--- src/rtl/nibble_serial_alu_ctrl_if.sv ---
// Bundles the issue-side handshake and the 4-bit ALU slice connection
// of the nibble-serial ALU sequencer.
interface nibble_serial_alu_ctrl_if #(
  parameter int WIDTH = 16
);
  // Issue side
  logic             start;
  logic [2:0]       op;
  logic [WIDTH-1:0] a;
  logic [WIDTH-1:0] b;
  logic             ready;
  logic             busy;
  logic             done;
  logic [WIDTH-1:0] result;
  logic             cout;
  logic             overflow;
  logic             zero;
  // ALU slice side
  logic [3:0]       alu_a;
  logic [3:0]       alu_b;
  logic             alu_cin;
  logic             alu_less;
  logic [2:0]       alu_op;
  logic [3:0]       alu_result;
  logic             alu_cout;
  logic             alu_set;
  logic             alu_overflow;

  // Sequencer view
  modport slave (
    input  start, op, a, b, alu_result, alu_cout, alu_set, alu_overflow,
    output ready, busy, done, result, cout, overflow, zero,
           alu_a, alu_b, alu_cin, alu_less, alu_op
  );

  // Issue logic / ALU slice view
  modport master (
    output start, op, a, b, alu_result, alu_cout, alu_set, alu_overflow,
    input  ready, busy, done, result, cout, overflow, zero,
           alu_a, alu_b, alu_cin, alu_less, alu_op
  );
endinterface

--- src/rtl/nibble_serial_alu_ctrl.sv ---
// Nibble-serial sequencer: runs a WIDTH-bit AND/OR/ADD/SUB/SLT through one
// external 4-bit ALU slice, LSB nibble first, carrying between nibbles.
module nibble_serial_alu_ctrl #(
  parameter int WIDTH = 16
) (
  input  logic                      clk,
  input  logic                      rst_n,
  nibble_serial_alu_ctrl_if.slave   bus
);
  localparam int NIB   = WIDTH / 4;
  localparam int IDX_W = (NIB > 1) ? $clog2(NIB) : 1;

  typedef enum logic [1:0] {
    S_IDLE = 2'd0,
    S_RUN  = 2'd1,
    S_DONE = 2'd2
  } state_t;

  state_t             state_q, state_d;
  logic [IDX_W-1:0]   idx_q, idx_d;
  logic               carry_q, carry_d;
  logic [WIDTH-1:0]   a_q, a_d;
  logic [WIDTH-1:0]   b_q, b_d;
  logic [2:0]         op_q, op_d;
  logic [WIDTH-1:0]   result_q, result_d;
  logic               cout_q, cout_d;
  logic               ovf_q, ovf_d;

  logic               last_nib;
  logic               is_arith;
  logic               is_slt;

  assign last_nib = (idx_q == IDX_W'(NIB - 1));
  assign is_arith = op_q[1];
  assign is_slt   = (op_q[1:0] == 2'b11);

  // State and datapath registers; reset aborts any operation in flight
  always_ff @(posedge clk or negedge rst_n) begin
    if (!rst_n) begin
      state_q  <= S_IDLE;
      idx_q    <= '0;
      carry_q  <= 1'b0;
      a_q      <= '0;
      b_q      <= '0;
      op_q     <= '0;
      result_q <= '0;
      cout_q   <= 1'b0;
      ovf_q    <= 1'b0;
    end else begin
      state_q  <= state_d;
      idx_q    <= idx_d;
      carry_q  <= carry_d;
      a_q      <= a_d;
      b_q      <= b_d;
      op_q     <= op_d;
      result_q <= result_d;
      cout_q   <= cout_d;
      ovf_q    <= ovf_d;
    end
  end

  // Next-state: accept in IDLE, one nibble per RUN cycle, one DONE cycle
  always_comb begin
    state_d  = state_q;
    idx_d    = idx_q;
    carry_d  = carry_q;
    a_d      = a_q;
    b_d      = b_q;
    op_d     = op_q;
    result_d = result_q;
    cout_d   = cout_q;
    ovf_d    = ovf_q;
    case (state_q)
      S_IDLE: begin
        if (bus.start) begin
          a_d      = bus.a;
          b_d      = bus.b;
          op_d     = bus.op;
          idx_d    = '0;
          result_d = '0;
          state_d  = S_RUN;
        end
      end
      S_RUN: begin
        result_d[4*idx_q +: 4] = bus.alu_result;
        carry_d                = bus.alu_cout;
        if (last_nib) begin
          // Flags come from the MSB nibble; logic ops have no carry chain
          cout_d  = is_arith ? bus.alu_cout     : 1'b0;
          ovf_d   = is_arith ? bus.alu_overflow : 1'b0;
          // Signed less-than is the true sign of the difference
          if (is_slt) begin
            result_d = WIDTH'(bus.alu_set ^ bus.alu_overflow);
          end
          idx_d   = '0;
          state_d = S_DONE;
        end else begin
          idx_d = idx_q + IDX_W'(1);
        end
      end
      S_DONE: begin
        state_d = S_IDLE;
      end
      default: begin
        state_d = S_IDLE;
        idx_d   = '0;
      end
    endcase
  end

  // Handshake, result and ALU slice drive
  assign bus.ready    = (state_q == S_IDLE);
  assign bus.busy     = (state_q == S_RUN);
  assign bus.done     = (state_q == S_DONE);
  assign bus.result   = result_q;
  assign bus.cout     = cout_q;
  assign bus.overflow = ovf_q;
  assign bus.zero     = (result_q == '0);
  assign bus.alu_a    = a_q[4*idx_q +: 4];
  assign bus.alu_b    = b_q[4*idx_q +: 4];
  assign bus.alu_cin  = (idx_q == '0) ? op_q[2] : carry_q;
  assign bus.alu_less = 1'b0;
  assign bus.alu_op   = is_slt ? 3'b110 : op_q;
endmodule

--- src/flat_wrapper.sv ---
// flat-port wrapper written by rule: the top's interface ports become plain ports
module nibble_serial_alu_ctrl_flat 
#(
  parameter int WIDTH = 16
)
  (clk, rst_n, bus_start, bus_op, bus_a, bus_b, bus_alu_result, bus_alu_cout, bus_alu_set, bus_alu_overflow, bus_ready, bus_busy, bus_done, bus_result, bus_cout, bus_overflow, bus_zero, bus_alu_a, bus_alu_b, bus_alu_cin, bus_alu_less, bus_alu_op);
  nibble_serial_alu_ctrl_if #(.WIDTH(WIDTH)) bus_i ();
  input  logic clk;
  input  logic rst_n;
  input wire logic [$bits(bus_i.start)-1:0] bus_start;
  input wire logic [$bits(bus_i.op)-1:0] bus_op;
  input wire logic [$bits(bus_i.a)-1:0] bus_a;
  input wire logic [$bits(bus_i.b)-1:0] bus_b;
  input wire logic [$bits(bus_i.alu_result)-1:0] bus_alu_result;
  input wire logic [$bits(bus_i.alu_cout)-1:0] bus_alu_cout;
  input wire logic [$bits(bus_i.alu_set)-1:0] bus_alu_set;
  input wire logic [$bits(bus_i.alu_overflow)-1:0] bus_alu_overflow;
  output wire logic [$bits(bus_i.ready)-1:0] bus_ready;
  output wire logic [$bits(bus_i.busy)-1:0] bus_busy;
  output wire logic [$bits(bus_i.done)-1:0] bus_done;
  output wire logic [$bits(bus_i.result)-1:0] bus_result;
  output wire logic [$bits(bus_i.cout)-1:0] bus_cout;
  output wire logic [$bits(bus_i.overflow)-1:0] bus_overflow;
  output wire logic [$bits(bus_i.zero)-1:0] bus_zero;
  output wire logic [$bits(bus_i.alu_a)-1:0] bus_alu_a;
  output wire logic [$bits(bus_i.alu_b)-1:0] bus_alu_b;
  output wire logic [$bits(bus_i.alu_cin)-1:0] bus_alu_cin;
  output wire logic [$bits(bus_i.alu_less)-1:0] bus_alu_less;
  output wire logic [$bits(bus_i.alu_op)-1:0] bus_alu_op;
  assign bus_i.start = bus_start;
  assign bus_i.op = bus_op;
  assign bus_i.a = bus_a;
  assign bus_i.b = bus_b;
  assign bus_i.alu_result = bus_alu_result;
  assign bus_i.alu_cout = bus_alu_cout;
  assign bus_i.alu_set = bus_alu_set;
  assign bus_i.alu_overflow = bus_alu_overflow;
  assign bus_ready = bus_i.ready;
  assign bus_busy = bus_i.busy;
  assign bus_done = bus_i.done;
  assign bus_result = bus_i.result;
  assign bus_cout = bus_i.cout;
  assign bus_overflow = bus_i.overflow;
  assign bus_zero = bus_i.zero;
  assign bus_alu_a = bus_i.alu_a;
  assign bus_alu_b = bus_i.alu_b;
  assign bus_alu_cin = bus_i.alu_cin;
  assign bus_alu_less = bus_i.alu_less;
  assign bus_alu_op = bus_i.alu_op;
  nibble_serial_alu_ctrl #(.WIDTH(WIDTH)) u_core (.clk(clk), .rst_n(rst_n), .bus(bus_i));
endmodule
--- config.mk ---
export PLATFORM = sky130hd
export DESIGN_NAME = nibble_serial_alu_ctrl_flat
export DESIGN_NICKNAME = d
export VERILOG_FILES = /design/src/rtl/nibble_serial_alu_ctrl_if.sv /design/src/rtl/nibble_serial_alu_ctrl.sv /design/src/flat_wrapper.sv
export SDC_FILE = /design/constraint.sdc
export NUM_CORES = 1
export LEC_CHECK = 0
export ABC_AREA = 1
export CAP_MARGIN = 40
export CORE_UTILIZATION = 43
export DETAILED_ROUTE_END_ITERATION = 8
export PLACE_DENSITY = 0.76
export SLEW_MARGIN = 30
export SYNTH_ARGS = -nofsm -noshare
export SYNTH_HDL_FRONTEND = slang
export SYNTH_SLANG_ARGS = --single-unit
--- constraint.sdc ---
create_clock -name clk -period 1.8 [get_ports clk]
set_input_delay 0.18 -clock clk [delete_from_list [all_inputs] [get_ports clk]]
set_output_delay 0.18 -clock clk [all_outputs]
set_load 0.02 [all_outputs]
==> results.yml, run 1 <==
cts:
  clock_latency_ps: 330
  htreeDepth: 3
  cts_made_buffers: 9
  clkTransAtPathRegs_ps: 60
  cts.sinks: 58
  cts_tree: "done"
  clock_path_buffers: 2
  root_buffer: "clkbuf_8"
  cts_setup_buffers: 0
cells_and_area:
  drive_gt1_share_pct: 20.81
  area_growth_pct: 39.31
  fin_util_pct: 63.79
  layout_common_cells: "clkdlybuf4s50_1, dfrtp_1, nand2_1"
  antenna_cells: 0
  instances_no_fill: 445
  fin_nets: 416
  final_common_cell: "clkdlybuf4s50_1"
sta:
  fin_crit_ps: 1752
  hold_violations: 0
  rsz0062_at_grt: "true"
  min_period_over_period_pct: 97.34
  fmax_ghz: 0.5707
  slew_violations: 0
  worst_slack_ps: 47.80
  fin_skew_ps: 9.443
  finalSetupViolCount: 0
grt:
  grt_pass1_vias: 2257
  antenna_found_initial: 0
  grt_overflow: 0
  grt_max_degree: 59
  track_usage_pct: 20.39
  grt_first_pass_wirelength_microns: 10160
yosys:
  synth_adder_area_share_pct: 2.689
  yosys.area_share.simple_pct: 12.91
  synth-compound-area-share_pct: 11.74
  netlist_area_sq_um: 2791
  syn_nets: 327
  ys_types: 25
  synth-seq-area-share_pct: 51.99
  yosys_warnings: 0
  synth_xor_area_share_pct: 0
  ys_ff_latch: 58
  syn_area_per_cell_sq_um: 10.11
  synth_top_family_by_area: "multiplexers"
  synth_mux_area_share_pct: 15.33
  synth_cells: 276
drt:
  drc: 0
  drt.antenna.violating_nets: 0
  first_pass_iters: 4
  vias: 2276
  drt_wl_total_microns: 6179
  drtIter0Drc: 112
  via_per_inst: 5.115
  wl_per_cell_microns: 13.89
critical_path:
  required_ps: 1620
  crit_slowest_cell: "dfrtp_1"
  cp-start-kind: "register"
  end_kind: "output port"
  cp_slowest_stage_delay_ps: 380
  r2r_cells: 7
  worstPathArrival_ps: 1570
  crit_chain: "inv_1, buf_12, nor2_1, o22ai_1, dlygate4sd2_1"
  critPathKind: "register to output port"
  cp_max_fo: 14
power:
  leakage_nw: 1.818
  vdd_drop_max_mv: 0.8705
  p_total_w: 0.006950
  cellPowerDensity_nw_per_um2: 1787
floorplan:
  io-pin-count: 80
  initial_core_util_pct: 45.79
  die_area_sq_um: 6818
  die_h_microns: 82.57
  core_region_area_sq_um: 6096
  rows: 28
  die_w_microns: 82.57
placed_design:
  io_buffers: 78
  placed_cells: 428
  place_congestion: 0.7841
  hpwl_microns: 4538
  dpl_worst_slack_ps: 80.68
run_status:
  status: "finished, final reports clean"
hold_path:
  hp-class: "primary input to async pin"
flow_run:
  drv_cap: 0
-- synthesized netlist by cell type --
cell,instances,share of area [%]
nor2_2,2,0.45
o21ai_0,44,7.9
inv_1,19,2.6
o21ai_2,3,0.94
buf_4,1,0.27
ha_1,6,2.7
buf_6,3,1.2
a21oi_1,4,0.72
mux2_4,15,8.1
nand3b_1,2,0.54
o22ai_1,9,2.0
clkinv_1,1,0.13
clkbuf_1,4,0.54
inv_2,1,0.13
nor2_4,1,0.40
nor2_1,25,3.4
nor4_1,4,0.90
o21ai_1,1,0.18
nand2_1,47,6.3
mux2_2,18,7.3
conb_1,1,0.13
buf_2,2,0.36
dfrtp_1,58,52
nand2_2,1,0.22
nand3_1,4,0.72
-- area by class of cell --
cell class,instances,area [sq um]
Fill cell,523,2207
Sequential cell,58,1451
Multi-Input combinational cell,187,1211
Timing Repair Buffer,88,858.3
Clock buffer,11,141.4
Tap cell,75,93.84
Inverter,21,78.83
Clock inverter,5,53.80
-- worst paths after layout --
| kind | start | end | slack (ps) |
|---|---|---|---|
| min | rst_n | u_core.bus.result[1] | 360 |
| min in group clk | bus_op[0] | u_core.op_q[0] | 430 |
| max | u_core.idx_q[0] | bus_alu_b[1] | 50 |
| max reg2reg | u_core.idx_q[0] | u_core.bus.result[2] | 190 |
| max in group asynchronous | rst_n | u_core.bus.overflow | 1170 |
| min reg2reg | u_core.carry_q | u_core.carry_q | 490 |
-- repair_timing --
action	4_1_cts	5_1_grt
pin swaps	0	1
gates cloned	0	0
resized for setup	12	22
setup endpoints to repair	11	22
hold endpoints to repair	58	0
hold buffers	1	0
-- state kept, by name, indices dropped and copies added (netlist names) --
name	count
u_core.a_q	16
u_core.b_q	16
u_core.bus.cout	1
u_core.bus.overflow	1
u_core.bus.result	16
u_core.carry_q	1
u_core.idx_q	2
u_core.op_q	3
u_core.state_q	2
-- metal layers --
| layer | share of wire [%] | GRT usage [%] | vias to the layer above | wire length [microns] |
|---|---|---|---|---|
| met1 | 44 | 26.04 | 1082 | 2749 |
| met3 | 7.0 | 6.264 | 12 | 430 |
| met5 | 0 | 0 | - | 0 |
| li1 | - | - | 1108 | - |
| met2 | 47 | 31.74 | 74 | 2897 |
| met4 | 1.6 | 9.310 | 0 | 101 |
-- power by group --
part           total (W)  leakage [nW]  switching (W)  internal (W)
sequential       0.00224         0.717       0.000362       0.00187
combinational    0.00355         0.998        0.00192       0.00162
clock            0.00117         0.103       0.000496      0.000671
total            0.00695          1.82        0.00278       0.00417
-- worst max-delay path, delay by kind of cell (launching register included) --
kind,cells,cell delay (ps)
AOI/OAI and AO/OA,1,170
buffers and inverters,3,640
DFF,1,380
and+or+nand+nor,1,40
-- cells by family (layout without fill, tap and decap cells) --
kind of cell,count (synthesis),count (layout)
flops,58,58
buf+inv,31,125
mux,33,33
other cells,1,1
fa+ha+maj,6,6
compound gates,61,61
simple gates,86,86
-- stage by stage --
step                      instance area [sq um]  setup TNS (ps)  hold WS (ps)
after floorplan                            2791               0        -115.6
after global placement                     3715               0         204.8
after detailed placement                   3715               0         200.8
after CTS                                  3908               0         379.8
after global routing                       3889          -16.01         420.1
final                                      3889               0         362.6
(Power assumes the default switching activity.)
==> inputs of run 2 (changes only) <==
CORE_UTILIZATION = 48   (was 43)
PLACE_DENSITY = 0.81   (was 0.76)
clock period = 1.7 ns   (was 1.8 ns; I/O delays follow)
==> results.yml, run 2 (synthesized netlist as in run 1, its figures left out) <==
sta:
  worst_slack_ps: 79.52
  tns_ps: 0
  rsz0062_at_grt: "true"
  slew_violations: 0
  hold_violations: 0
  finalSetupViolCount: 0
  fin_crit_ps: 1620
  fmax_ghz: 0.6171
  fin_skew_ps: 10.48
  min_period_over_period_pct: 95.32
drt:
  wl_met3_microns: 483
  via_per_inst: 5.179
  drc: 0
  drtIter0Drc: 142
  vias: 2341
  met2WireLength_microns: 3110
  drt_wl_total_microns: 6346
  drt.antenna.violating_nets: 0
  wl_per_cell_microns: 14.04
  wl_met1_microns: 2644
  top_layer: "met4"
  first_pass_iters: 4
cells_and_area:
  final_common_cell: "clkdlybuf4s50_1"
  drive_gt1_share_pct: 24.47
  area_growth_pct: 42.00
  multi_input_area_sq_um: 1240
  antenna_cells: 0
  fin_util_pct: 71.54
  final.fill_count: 430
  fin_nets: 427
  regArea_sq_um: 1451
  layout_common_cells: "clkdlybuf4s50_1, dfrtp_1, nand2_1"
  fin_area_sq_um: 3964
cts:
  clock_path_buffers: 2
  cts_tree: "done"
  cts_made_buffers: 9
  root_buffer: "clkbuf_8"
  cts.sinks: 58
  htreeDepth: 3
  clock_latency_ps: 330
  cts_setup_buffers: 0
  clkTransAtPathRegs_ps: 70
grt:
  grt_pass1_vias: 2350
  antenna_found_initial: 0
  grt_first_pass_wirelength_microns: 10660
  grt_overflow: 0
  track_usage_pct: 22.63
  grt_max_degree: 59
critical_path:
  r2r_cells: 8
  cp_max_fo: 10
  critPathKind: "register to output port"
  rrSetupSlack_ps: 120
  end_kind: "output port"
  required_ps: 1530
  r2r-start: "u_core.idx_q[0]"
  worstPathArrival_ps: 1450
  cp-start-kind: "register"
  rr_endpoint: "u_core.bus.result[4]"
placed_design:
  place_congestion: 0.8036
  hpwl_microns: 4522
  io_buffers: 78
  dpl_worst_slack_ps: -16.26
  placed_area_sq_um: 3769
floorplan:
  initial_core_util_pct: 50.38
  die_h_microns: 78.26
  io-pin-count: 80
  core_region_area_sq_um: 5540
  die_area_sq_um: 6125
  rows: 27
  die_w_microns: 78.26
run_status:
  status: "finished, final reports clean"
hold_path:
  hp-class: "primary input to async pin"
flow_run:
  drv_cap: 0
power:
  cellPowerDensity_nw_per_um2: 1904
  vdd_drop_max_mv: 1.075
  leakage_nw: 1.874
run 2: changes by cell type in the layout (fill, tap and decap cells not counted), sizes merged:
| cell | change |
|---|---|
| clkbuf | -8 |
| dlygate4sd2 | +2 |
| clkinv | -2 |
| clkdlybuf4s50 | -3 |
| buf | +21 |
run 2: per-stage QoR:
step / power [W] / instances / hold WS, ps
finish: 0.007547 / 452 / 356.6
global route: 0.008056 / 452 / 398.3
CTS: 0.007482 / 452 / 388.2
detailed placement: 0.006399 / 436 / 193.2
global placement: 0.006301 / 436 / 193.9
floorplan: 0.004756 / 276 / -125.6
run 2: worst max path at each step:
| stage | start | to | slack (ps) | cells past startpoint |
|---|---|---|---|---|
| after floorplan | u_core.idx_q[0] | u_core.bus.result[0] | 70 | 9 |
| after global placement | u_core.idx_q[1] | bus_alu_cin | 10 | 6 |
| after detailed placement | u_core.idx_q[0] | bus_alu_a[2] | -20 | 5 |
| after CTS | u_core.idx_q[0] | bus_alu_b[1] | 4 | 5 |
| after global routing | u_core.idx_q[0] | bus_alu_a[2] | -20 | 5 |
| final | u_core.idx_q[0] | bus_alu_a[2] | 80 | 5 |
run 2: layer usage:
layer	vias up	track usage, %
li1	1128	-
met5	-	0
met2	102	37.11
met3	12	5.000
met1	1099	28.94
met4	0	9.444
run 2: area by class of cell:
class / instances / share of cell area [%]
sequential: 58 / 36.62
multi-input combinational: 187 / 31.28
timing repair buffer: 99 / 23.17
clock buffer: 12 / 3.662
tap: 72 / 2.273
inverter: 21 / 1.989
clock inverter: 3 / 1.010
run 2: what timing repair did:
item,4_1_cts,5_1_grt
hold buffers,1,0
endpoints found under the setup margin,14,25
endpoints found under the hold margin,58,0
gates resized for setup,39,25
pin swaps,0,1
run 2: worst max-delay path, stage by stage, from the launching register on:
cell	delay, ps
dfrtp_1	400
inv_1	130
buf_6	180
nor2_1	50
o22ai_1	190
buf_4	170
run 2: power by group:
part / switching [W] / internal [W] / total (W)
Clock: 0.000514 / 0.000705 / 0.00122
Combinational: 0.00209 / 0.00186 / 0.00395
Sequential: 0.000393 / 0.00198 / 0.00238
